--- src/rtl/lsu_pkg.sv ---
// Shared constants and types for the load/store controller.
package lsu_pkg;

  localparam logic [2:0] F3_LB  = 3'd0;
  localparam logic [2:0] F3_LH  = 3'd1;
  localparam logic [2:0] F3_LW  = 3'd2;
  localparam logic [2:0] F3_LBU = 3'd4;
  localparam logic [2:0] F3_LHU = 3'd5;
  localparam logic [2:0] F3_SB  = 3'd0;
  localparam logic [2:0] F3_SH  = 3'd1;
  localparam logic [2:0] F3_SW  = 3'd2;

  typedef enum logic [2:0] {
    ST_IDLE   = 3'd0,
    ST_LD     = 3'd1,
    ST_RMW_RD = 3'd2,
    ST_WR     = 3'd3,
    ST_ERR    = 3'd4
  } lsu_state_t;

  // Stores only know SB/SH/SW; loads reject the three unused width codes.
  function automatic logic f3_illegal(input logic we, input logic [2:0] f3);
    return we ? (f3 > F3_SW) : (f3 == 3'd3 || f3 == 3'd6 || f3 == 3'd7);
  endfunction

endpackage

--- src/rtl/lsu_mem_ctrl_if.sv ---
// Request/response bus from the core and word-wide bus to data memory.
interface lsu_req_if #(parameter int ADDR_W = 32, parameter int DATA_W = 32);
  logic              req_valid;
  logic              req_ready;
  logic              req_we;
  logic [2:0]        req_funct3;
  logic [ADDR_W-1:0] req_addr;
  logic [DATA_W-1:0] req_wdata;
  logic              resp_valid;
  logic              resp_err;
  logic [DATA_W-1:0] resp_rdata;

  modport master (output req_valid, req_we, req_funct3, req_addr, req_wdata,
                  input  req_ready, resp_valid, resp_err, resp_rdata);
  modport slave  (input  req_valid, req_we, req_funct3, req_addr, req_wdata,
                  output req_ready, resp_valid, resp_err, resp_rdata);
endinterface

interface lsu_mem_if #(parameter int ADDR_W = 32, parameter int DATA_W = 32);
  logic              mem_we;
  logic [ADDR_W-1:0] mem_addr;
  logic [DATA_W-1:0] mem_wdata;
  logic [DATA_W-1:0] mem_rdata;

  modport master (output mem_we, mem_addr, mem_wdata, input  mem_rdata);
  modport slave  (input  mem_we, mem_addr, mem_wdata, output mem_rdata);
endinterface

--- src/rtl/lsu_lane_align.sv ---
// Combinational lane steering: load extract/extend and sub-word store merge.
module lsu_lane_align
  import lsu_pkg::*;
(
    input  logic [2:0]  funct3_i,
    input  logic [1:0]  addr_lo_i,
    input  logic [31:0] rdata_i,
    input  logic [31:0] wdata_i,
    output logic [31:0] ld_data_o,
    output logic [31:0] st_word_o
);

    logic [7:0]  byte_v;
    logic [15:0] half_v;

    always_comb begin
        byte_v    = rdata_i[{addr_lo_i, 3'b000} +: 8];
        half_v    = addr_lo_i[1] ? rdata_i[31:16] : rdata_i[15:0];
        ld_data_o = '0;
        case (funct3_i)
            F3_LB:   ld_data_o = {{24{byte_v[7]}}, byte_v};
            F3_LH:   ld_data_o = {{16{half_v[15]}}, half_v};
            F3_LW:   ld_data_o = rdata_i;
            F3_LBU:  ld_data_o = {24'd0, byte_v};
            F3_LHU:  ld_data_o = {16'd0, half_v};
            default: ld_data_o = '0;
        endcase

        // Halfword lane is chosen by addr[1] alone, so a misaligned SH lands on its natural half.
        st_word_o = rdata_i;
        case (funct3_i[1:0])
            2'd0: st_word_o[{addr_lo_i, 3'b000} +: 8] = wdata_i[7:0];
            2'd1: begin
                if (addr_lo_i[1]) st_word_o[31:16] = wdata_i[15:0];
                else              st_word_o[15:0]  = wdata_i[15:0];
            end
            default: st_word_o = wdata_i;
        endcase
    end

endmodule

--- src/rtl/lsu_mem_ctrl.sv ---
// RV32I load/store controller; sub-word stores done as read-modify-write.
// Define LSU_MISALIGN_TRAP_EN to fault misaligned LH/LHU/SH/LW/SW instead of truncating.
module lsu_mem_ctrl
  import lsu_pkg::*;
#(
    parameter int ADDR_W = 32,
    parameter int DATA_W = 32
) (
    input  logic      clk,
    input  logic      rst_n,
    lsu_req_if.slave  req,
    lsu_mem_if.master mem
);

    localparam logic [2:0] S_IDLE   = ST_IDLE;
    localparam logic [2:0] S_LD     = ST_LD;
    localparam logic [2:0] S_RMW_RD = ST_RMW_RD;
    localparam logic [2:0] S_WR     = ST_WR;
    localparam logic [2:0] S_ERR    = ST_ERR;

    logic [2:0]        state_q, state_d;
    logic [ADDR_W-1:0] addr_q;
    logic [2:0]        f3_q;
    logic [DATA_W-1:0] wdata_q, merge_q, rdata_q;
    logic              resp_valid_q, resp_err_q;
    logic              misalign, fault;
    logic [DATA_W-1:0] ld_data, st_word;

    lsu_lane_align u_align (
        .funct3_i (f3_q),
        .addr_lo_i(addr_q[1:0]),
        .rdata_i  (mem.mem_rdata),
        .wdata_i  (wdata_q),
        .ld_data_o(ld_data),
        .st_word_o(st_word)
    );

    always_comb begin
`ifdef LSU_MISALIGN_TRAP_EN
        misalign = (req.req_funct3[1:0] == 2'd1 && req.req_addr[0]) ||
                   (req.req_funct3[1:0] == 2'd2 && req.req_addr[1:0] != 2'b00);
`else
        misalign = 1'b0;
`endif
        fault = f3_illegal(req.req_we, req.req_funct3) || misalign;
    end

    always_comb begin
        state_d = S_IDLE;
        case (state_q)
            S_IDLE: begin
                if (!req.req_valid)            state_d = S_IDLE;
                else if (fault)                state_d = S_ERR;
                else if (!req.req_we)          state_d = S_LD;
                else if (req.req_funct3 == F3_SW) state_d = S_WR;
                else                           state_d = S_RMW_RD;
            end
            S_RMW_RD: state_d = S_WR;
            default:  state_d = S_IDLE;
        endcase
    end

    always_ff @(posedge clk or negedge rst_n) begin
        if (!rst_n) begin
            state_q      <= S_IDLE;
            addr_q       <= '0;
            f3_q         <= '0;
            wdata_q      <= '0;
            merge_q      <= '0;
            rdata_q      <= '0;
            resp_valid_q <= 1'b0;
            resp_err_q   <= 1'b0;
        end else begin
            state_q      <= state_d;
            resp_valid_q <= 1'b0;
            resp_err_q   <= 1'b0;
            case (state_q)
                S_IDLE: if (req.req_valid) begin
                    addr_q  <= req.req_addr;
                    f3_q    <= req.req_funct3;
                    wdata_q <= req.req_wdata;
                end
                S_LD: begin
                    resp_valid_q <= 1'b1;
                    rdata_q      <= ld_data;
                end
                S_RMW_RD: merge_q <= st_word;
                S_WR: begin
                    resp_valid_q <= 1'b1;
                    rdata_q      <= '0;
                end
                S_ERR: begin
                    resp_valid_q <= 1'b1;
                    resp_err_q   <= 1'b1;
                    rdata_q      <= '0;
                end
                default: ;
            endcase
        end
    end

    // Memory controls decode straight from state so an async reset drops mem_we at once.
    always_comb begin
        mem.mem_we    = (state_q == S_WR);
        mem.mem_addr  = '0;
        mem.mem_wdata = '0;
        if (state_q == S_LD || state_q == S_RMW_RD || state_q == S_WR)
            mem.mem_addr = {addr_q[ADDR_W-1:2], 2'b00};
        if (state_q == S_WR)
            mem.mem_wdata = (f3_q == F3_SW) ? wdata_q : merge_q;
    end

    assign req.req_ready  = (state_q == S_IDLE);
    assign req.resp_valid = resp_valid_q;
    assign req.resp_err   = resp_err_q;
    assign req.resp_rdata = rdata_q;

endmodule

--- src/flat_wrapper.sv ---
// flat-port wrapper written by rule: the top's interface ports become plain ports
module lsu_mem_ctrl_flat import lsu_pkg::*;
#(
    parameter int ADDR_W = 32,
    parameter int DATA_W = 32
)
  (clk, rst_n, req_req_valid, req_req_we, req_req_funct3, req_req_addr, req_req_wdata, req_req_ready, req_resp_valid, req_resp_err, req_resp_rdata, mem_mem_we, mem_mem_addr, mem_mem_wdata, mem_mem_rdata);
  lsu_req_if #(.ADDR_W(ADDR_W), .DATA_W(DATA_W)) req_i ();
  lsu_mem_if #(.ADDR_W(ADDR_W), .DATA_W(DATA_W)) mem_i ();
  input  logic clk;
  input  logic rst_n;
  input wire logic [$bits(req_i.req_valid)-1:0] req_req_valid;
  input wire logic [$bits(req_i.req_we)-1:0] req_req_we;
  input wire logic [$bits(req_i.req_funct3)-1:0] req_req_funct3;
  input wire logic [$bits(req_i.req_addr)-1:0] req_req_addr;
  input wire logic [$bits(req_i.req_wdata)-1:0] req_req_wdata;
  output wire logic [$bits(req_i.req_ready)-1:0] req_req_ready;
  output wire logic [$bits(req_i.resp_valid)-1:0] req_resp_valid;
  output wire logic [$bits(req_i.resp_err)-1:0] req_resp_err;
  output wire logic [$bits(req_i.resp_rdata)-1:0] req_resp_rdata;
  output wire logic [$bits(mem_i.mem_we)-1:0] mem_mem_we;
  output wire logic [$bits(mem_i.mem_addr)-1:0] mem_mem_addr;
  output wire logic [$bits(mem_i.mem_wdata)-1:0] mem_mem_wdata;
  input wire logic [$bits(mem_i.mem_rdata)-1:0] mem_mem_rdata;
  assign req_i.req_valid = req_req_valid;
  assign req_i.req_we = req_req_we;
  assign req_i.req_funct3 = req_req_funct3;
  assign req_i.req_addr = req_req_addr;
  assign req_i.req_wdata = req_req_wdata;
  assign req_req_ready = req_i.req_ready;
  assign req_resp_valid = req_i.resp_valid;
  assign req_resp_err = req_i.resp_err;
  assign req_resp_rdata = req_i.resp_rdata;
  assign mem_mem_we = mem_i.mem_we;
  assign mem_mem_addr = mem_i.mem_addr;
  assign mem_mem_wdata = mem_i.mem_wdata;
  assign mem_i.mem_rdata = mem_mem_rdata;
  lsu_mem_ctrl #(.ADDR_W(ADDR_W), .DATA_W(DATA_W)) u_core (.clk(clk), .rst_n(rst_n), .req(req_i), .mem(mem_i));
endmodule
--- config.mk ---
export PLATFORM = sky130hd
export DESIGN_NAME = lsu_mem_ctrl_flat
export DESIGN_NICKNAME = d
export VERILOG_FILES = /design/src/rtl/lsu_pkg.sv /design/src/rtl/lsu_mem_ctrl_if.sv /design/src/rtl/lsu_lane_align.sv /design/src/rtl/lsu_mem_ctrl.sv /design/src/flat_wrapper.sv
export SDC_FILE = /design/constraint.sdc
export NUM_CORES = 1
export LEC_CHECK = 0
export CORE_ASPECT_RATIO = 0.5
export CORE_MARGIN = 8
export CORE_UTILIZATION = 50
export DETAILED_ROUTE_END_ITERATION = 7
export PLACE_DENSITY = 0.82
export RECOVER_POWER = 25
export SKIP_LAST_GASP = 1
export SYNTH_ARGS = -nofsm -noshare
export SYNTH_HDL_FRONTEND = slang
export SYNTH_HIERARCHICAL = 1
export SYNTH_SLANG_ARGS = --single-unit
--- constraint.sdc ---
create_clock -name clk -period 2.6 [get_ports clk]
set_clock_uncertainty 0.05 [all_clocks]
set_input_delay 0.52 -clock clk [delete_from_list [all_inputs] [get_ports clk]]
set_output_delay 0.52 -clock clk [all_outputs]
set_load 0.01 [all_outputs]
Yosys cells after proc, flatten, opt, wreduce, memory -nomap -nowiden
Index checks and enable logic that the tools add are counted.
{ "totals": {"wordCells": 55, "input_bits": 103, "register_bits": 136} }
{ "op_classes": {"n_shift": 3, "addsub": 1, "muxes": 18, "reduce_logical": 11, "n_eq_ne": 13, "magnitude_cmp": 1} }
{ "ops": {"columns": ["op", "n"], "rows": [
  ["$pmux W32 S5", 1],
  ["$pmux W32 S2", 2],
  ["$mux W32", 3],
  ["$mux W16", 3],
  ["$bwmux W32", 1],
  ["$shift A8 B7 Y32 const A", 1],
  ["$shiftx A32 B6 Y8", 1],
  ["$shiftx A8 B7 Y32", 1],
  ["$eq A3 B2 Y1 const B", 5],
  ["$eq A3 B3 Y1 const B", 5],
  ["$mux W3", 3],
  ["$neg A5 Y7", 1],
  ["$eq A3 B1 Y1 const B", 2],
  ["$logic_not A3 Y1", 2],
  ["$pmux W3 S2", 1],
  ["$logic_or A1 B1 Y1", 4],
  ["$mux W1", 4],
  ["$gt A3 B2 Y1 const B", 1],
  ["$reduce_or A3 Y1", 1],
  ["$eq A2 B1 Y1 const B", 1],
  ["$logic_not A2 Y1", 1],
  ["$reduce_and A2 Y1", 1],
  ["$reduce_bool A2 Y1", 1],
  ["$reduce_or A2 Y1", 1]
]} }

Longest topological paths before layout
{ "depth": {"depth_word": 7, "depth_mapped": 10, "depth_no_buf": 6} }

By module
Netlist, hierarchy kept.
{ "by_module_without_submodules": {"columns": ["mod", "cells_per_inst", "area_each_um2", "seq_area_each_um2", "n_inst"], "rows": [
  ["lsu_mem_ctrl", 449, 6022.0, 3403.3, 1],
  ["lsu_lane_align", 231, 1836.8, 0.0, 1]
]} }

Least setup slack after synthesis
Ideal clock, no wire load.
{ "synth_path": {"path_type": "reg2reg", "startpoint": "register u_core.addr_q[1]", "endpoint": "register u_core.merge_q[16]", "synth_period_minus_slack_ns": 2.251, "t_arrival_ns": 2.137, "stages_incl_launch_ff": 11, "setup_ns": 0.064, "required_time_ns": 2.486, "path_slack_ns": 0.349, "cell_sequence": "dfrtp_1 > buf_6 > buf_6 > inv_1 > ha_1 > or3_1 > buf_6 > o2bb2a_4 > buf_6 > o221ai_2 > mux2_2"} }
{ "synth_via": {"elab_chain_cells": 4} }
{ "synth_rtl": {"columns": ["item", "line_no", "rtl"], "rows": [
  ["start, declared", "lsu_mem_ctrl.sv:22", "logic [ADDR_W-1:0] addr_q;"],
  ["start signal, assigned", "lsu_mem_ctrl.sv:79", "addr_q <= req.req_addr;"],
  ["$neg A5 Y7", "lsu_lane_align.sv:32", "2'd0: st_word_o[{addr_lo_i, 3'b000} +: 8] = wdata_i[7:0];"],
  ["$shiftx A8 B7 Y32 / $shift A8 B7 Y32 (equally long branches)", "lsu_lane_align.sv:32", null],
  ["$bwmux W32", "lsu_lane_align.sv:32", null],
  ["$pmux W32 S2 *", "lsu_lane_align.sv:31", "case (funct3_i[1:0])"],
  ["via u_core.st_word[16]", "lsu_mem_ctrl.sv:27", "logic [DATA_W-1:0] ld_data, st_word;"],
  ["end signal, assigned", "lsu_mem_ctrl.sv:87", "S_RMW_RD: merge_q <= st_word;"],
  ["end, declared", "lsu_mem_ctrl.sv:24", "logic [DATA_W-1:0] wdata_q, merge_q, rdata_q;"]
]} }
The timed path passes the listed nets; every way through them passes the cells marked *.
A chain may end at the register's enable or synchronous reset.

Worst setup path in the final report
{ "layout_path": {"startpoint": "register u_core.state_q[1]", "endpoint": "output mem_mem_addr[12]"} }
{ "layout_via": {"elab_chain_cells": 4} }
{ "layout_rtl": {"columns": ["item", "line_no", "rtl"], "rows": [
  ["start, declared", "lsu_mem_ctrl.sv:21", "logic [2:0] state_q, state_d;"],
  ["start signal, assigned", "lsu_mem_ctrl.sv:74", "state_q <= state_d;"],
  ["$eq A3 B1 Y1 / $eq A3 B2 Y1 (equally long branches)", "lsu_mem_ctrl.sv:107", "if (state_q == S_LD || state_q == S_RMW_RD || state_q == S_WR)"],
  ["$logic_or A1 B1 Y1", "lsu_mem_ctrl.sv:107", null],
  ["$logic_or A1 B1 Y1 *", "lsu_mem_ctrl.sv:107", null],
  ["$mux W32 *", "lsu_mem_ctrl.sv:107", null],
  ["end, declared", "flat_wrapper.sv:22", "output wire logic [$bits(mem_i.mem_addr)-1:0] mem_mem_addr;"]
]} }
Mark *: on every way between the ends. The rest lies on a longest branch, timed or not.

==> results.md <==
* Setup slack after layout at 0.0647 ns
* Final Max Tran Viols at 0
* Filler cells at 1,122
* Startpoint types: flop
* Number of global-route vias before repair at about 6,800
* Ys flop type: dfrtp_1
* P&R area growth vs syn at 34.2%
* N_diodes at 0
* TNS Setup at 0 ns
* Placeable Area at about 0.015 sq mm
* Worst R2R Start: u_core/f3_q[1]
* Measured slew at the worst slew-check pin at roughly 1.2 ns
* Worst-path clk slew at 0.06 ns
* RR Endpoint: u_core/merge_q[24]
* HP Class: input pin to asynchronous set/reset pin
* Pre-Repair DR Iteration Count at 8
* Die area at 0.0202 sq mm
* WP data required at 2.03 ns
* Root Driver: clkbuf_16
* Worst R2R Path Depth at 6
* Synth Instances at between 600 and 700
* Clk buf depth at 2
* H-tree depth reported by CTS at 4
* Min Tclk post-route at 2.54 ns
* Final nets at 979
* Pin count of the biggest net entering global routing at 53
* PwrDens at 1270 mW/mm^2
* Setup crit end kind: primary output
* Hold WS at just under 0.2 ns
* Setup WS pre-CTS at 0.208 ns
* RSZ-0062 raised after global routing: true
* Crit Path Max Fanout at 15
* Post-DP HPWL at 17,700 microns
* Slew HR at 0.170
* Share of layout cells above drive strength 1 at 0.231
* Vias at 6,514
* Initial antenna violation count at 0
* Ys async rst share at 1.00
* Yosys cell types at 54
* Final Hold Vio Count at 0
* Remaining global-route overflow at 0
* Final ANT Viol Nets at 0
* CP Class: flop to primary output
* Critical Path AT at 1.97 ns
* DRC at 0
* Worst vdd ir at 0.000720 V
* Yosys top cell area share at 0.433
* Register Area at 0.00341 sq mm
* Clock latency on the worst-skew pair at roughly 0.41 ns
* Leading post-synthesis cells by cell area: dfrtp_1 (43%), mux2_4 (13%), mux2_2 (5.9%)
* First-pass GRT wire length at approximately 38,000 microns
* Synthesized area at 0.00786 sq mm
* Multi-input gate area in the final layout at roughly 0.004 sq mm
* Register bit total from synthesis at 136
* FP Rows at 32
* Max cap viols at 0
* EDFF count, synth at 0
* Status: completed
* Initial Utilization at 0.511
* Fin util at 0.686
* Syn_area_per_cell at 11.6 sq um
* GRT Total Usage at 0.234
* Die Y at roughly 100 microns
* Seq/Total Area, Yosys at 0.433
* Leakage at between 4 and 5 nW
* DR vias/cell at about 6
* CTS buffer count at 17
* IO Count at 203
* Register-to-register setup slack at between 0.2 and 0.3 ns
* Clock tree from TritonCTS: yes
* Setup Viol. Count Final at 0
* Initial drt markers at 770
* RePlAce Congestion at ~0.95
* YS warnings at 6
* Max Clk Rate at approximately 400 MHz
* IO Port Bufs at 200
* Clk sinks at 136
* Die W at 193 microns
* Cts hold-fix bufs at 0
* Fin crit share at 0.975
* Synth area leader: dfrtp_1
* WL final at 24,600 microns
* Power Total at around 13 mW
* Post-DR wirelength/cell at 22.6 microns
power breakdown:
group,switching [mW],leakage [nW],internal [mW]
clock network,0.929,0.278,1.46
registers,0.850,1.67,3.06
logic,3.42,2.81,3.73
critical path, stage by stage (launching register included):
cell             delay, ns
dfrtp_2               0.45
nor2_1                0.22
nor2_4                0.07
buf_6                 0.15
and2_1                0.16
clkdlybuf4s50_1       0.50
layout by cell type (no fill, tap or decap), drive strengths merged, types with 17 or more instances in the layout:
master,n
clkdlybuf4s50,164
a22oi,17
nand2,94
a21oi,36
dlygate4sd2,30
mux2,113
a221o,22
a211oi,17
a22o,44
inv,18
and2,31
buf,26
clkbuf,25
dfrtp,136
worst max path at each step:
stage	start	to	slack, ns	depth (start not counted)
after floorplan	u_core/addr_q[1]	u_core/merge_q[16]	0.35	10
after global placement	u_core/f3_q[0]	mem_mem_wdata[14]	0.24	5
after detailed placement	u_core/f3_q[0]	mem_mem_wdata[3]	0.21	5
after CTS	u_core/state_q[0]	mem_mem_addr[13]	0.01	5
after global routing	u_core/state_q[1]	mem_mem_addr[5]	-0.02	5
final	u_core/state_q[1]	mem_mem_addr[12]	0.06	5
through the flow:
step | cells | instance area (sq um)
after floorplan | 681 | 7860
after global placement | 1054 | 9990
final | 1087 | 10500
after global routing | 1087 | 10500
after CTS | 1085 | 10500
after detailed placement | 1054 | 9990
cell type report:
type	instances	area share
Multi-Input combinational cell	471	0.382
Sequential cell	136	0.323
Timing Repair Buffer	228	0.210
Clock buffer	20	0.0433
Tap cell	204	0.0242
Clock inverter	11	0.0117
Inverter	17	0.00605
cells by family after synthesis:
| logic type | Yosys count | share of synthesized area |
|---|---|---|
| compound gates | 168 | 0.172 |
| fa+ha+maj | 5 | 0.00796 |
| buf+inv | 74 | 0.0570 |
| flops | 136 | 0.433 |
| mux | 131 | 0.222 |
| other cells | 1 | 0.000477 |
| simple gates | 165 | 0.108 |
flip-flops by register name, summed over array words and instances (netlist names):
name	count
u_core/addr_q	32
u_core/f3_q	3
u_core/merge_q	32
u_core/req.resp_err	1
u_core/req.resp_rdata	32
u_core/req.resp_valid	1
u_core/state_q	3
u_core/wdata_q	32
layer usage:
layer  vias up  wire length (microns)  GRT usage  share of wire
li1       2874                      -          -              -
met5         -                      0          0              0
met1      3192                   9740      0.283           0.40
met3        69                   2680     0.0925           0.11
met2       379                  11500      0.377           0.47
met4         0                    668     0.0803          0.027
cell usage after synthesis, types with 2 or more instances:
library cell and instances:
a211o_1 2, a211oi_1 16, a21oi_1 34, a21oi_2 2, a221o_1 22, a22o_1 44
a22oi_1 16, and2_1 31, buf_2 15, buf_4 6, buf_6 17, clkbuf_1 17
dfrtp_1 136, ha_1 5, inv_1 17, mux2_1 4, mux2_2 41, mux2_4 68
mux2i_1 15, mux4_2 3, nand2_1 94, nand2b_1 3, nand3_1 2, nand3b_1 2
nor2_1 5, nor2b_1 3, nor3_1 8, nor3_2 2, nor3b_1 3, nor3b_2 3
o21ai_0 14, o221ai_2 8
what timing repair did:
item                                    in CTS  in global routing
setup buffers                                0                  1
endpoints found under the hold margin        0                  0
resized for setup                           37                 16
gates cloned                                 0                  1
endpoints found under the setup margin      62                 63
Power figures use the tool's default switching activity.
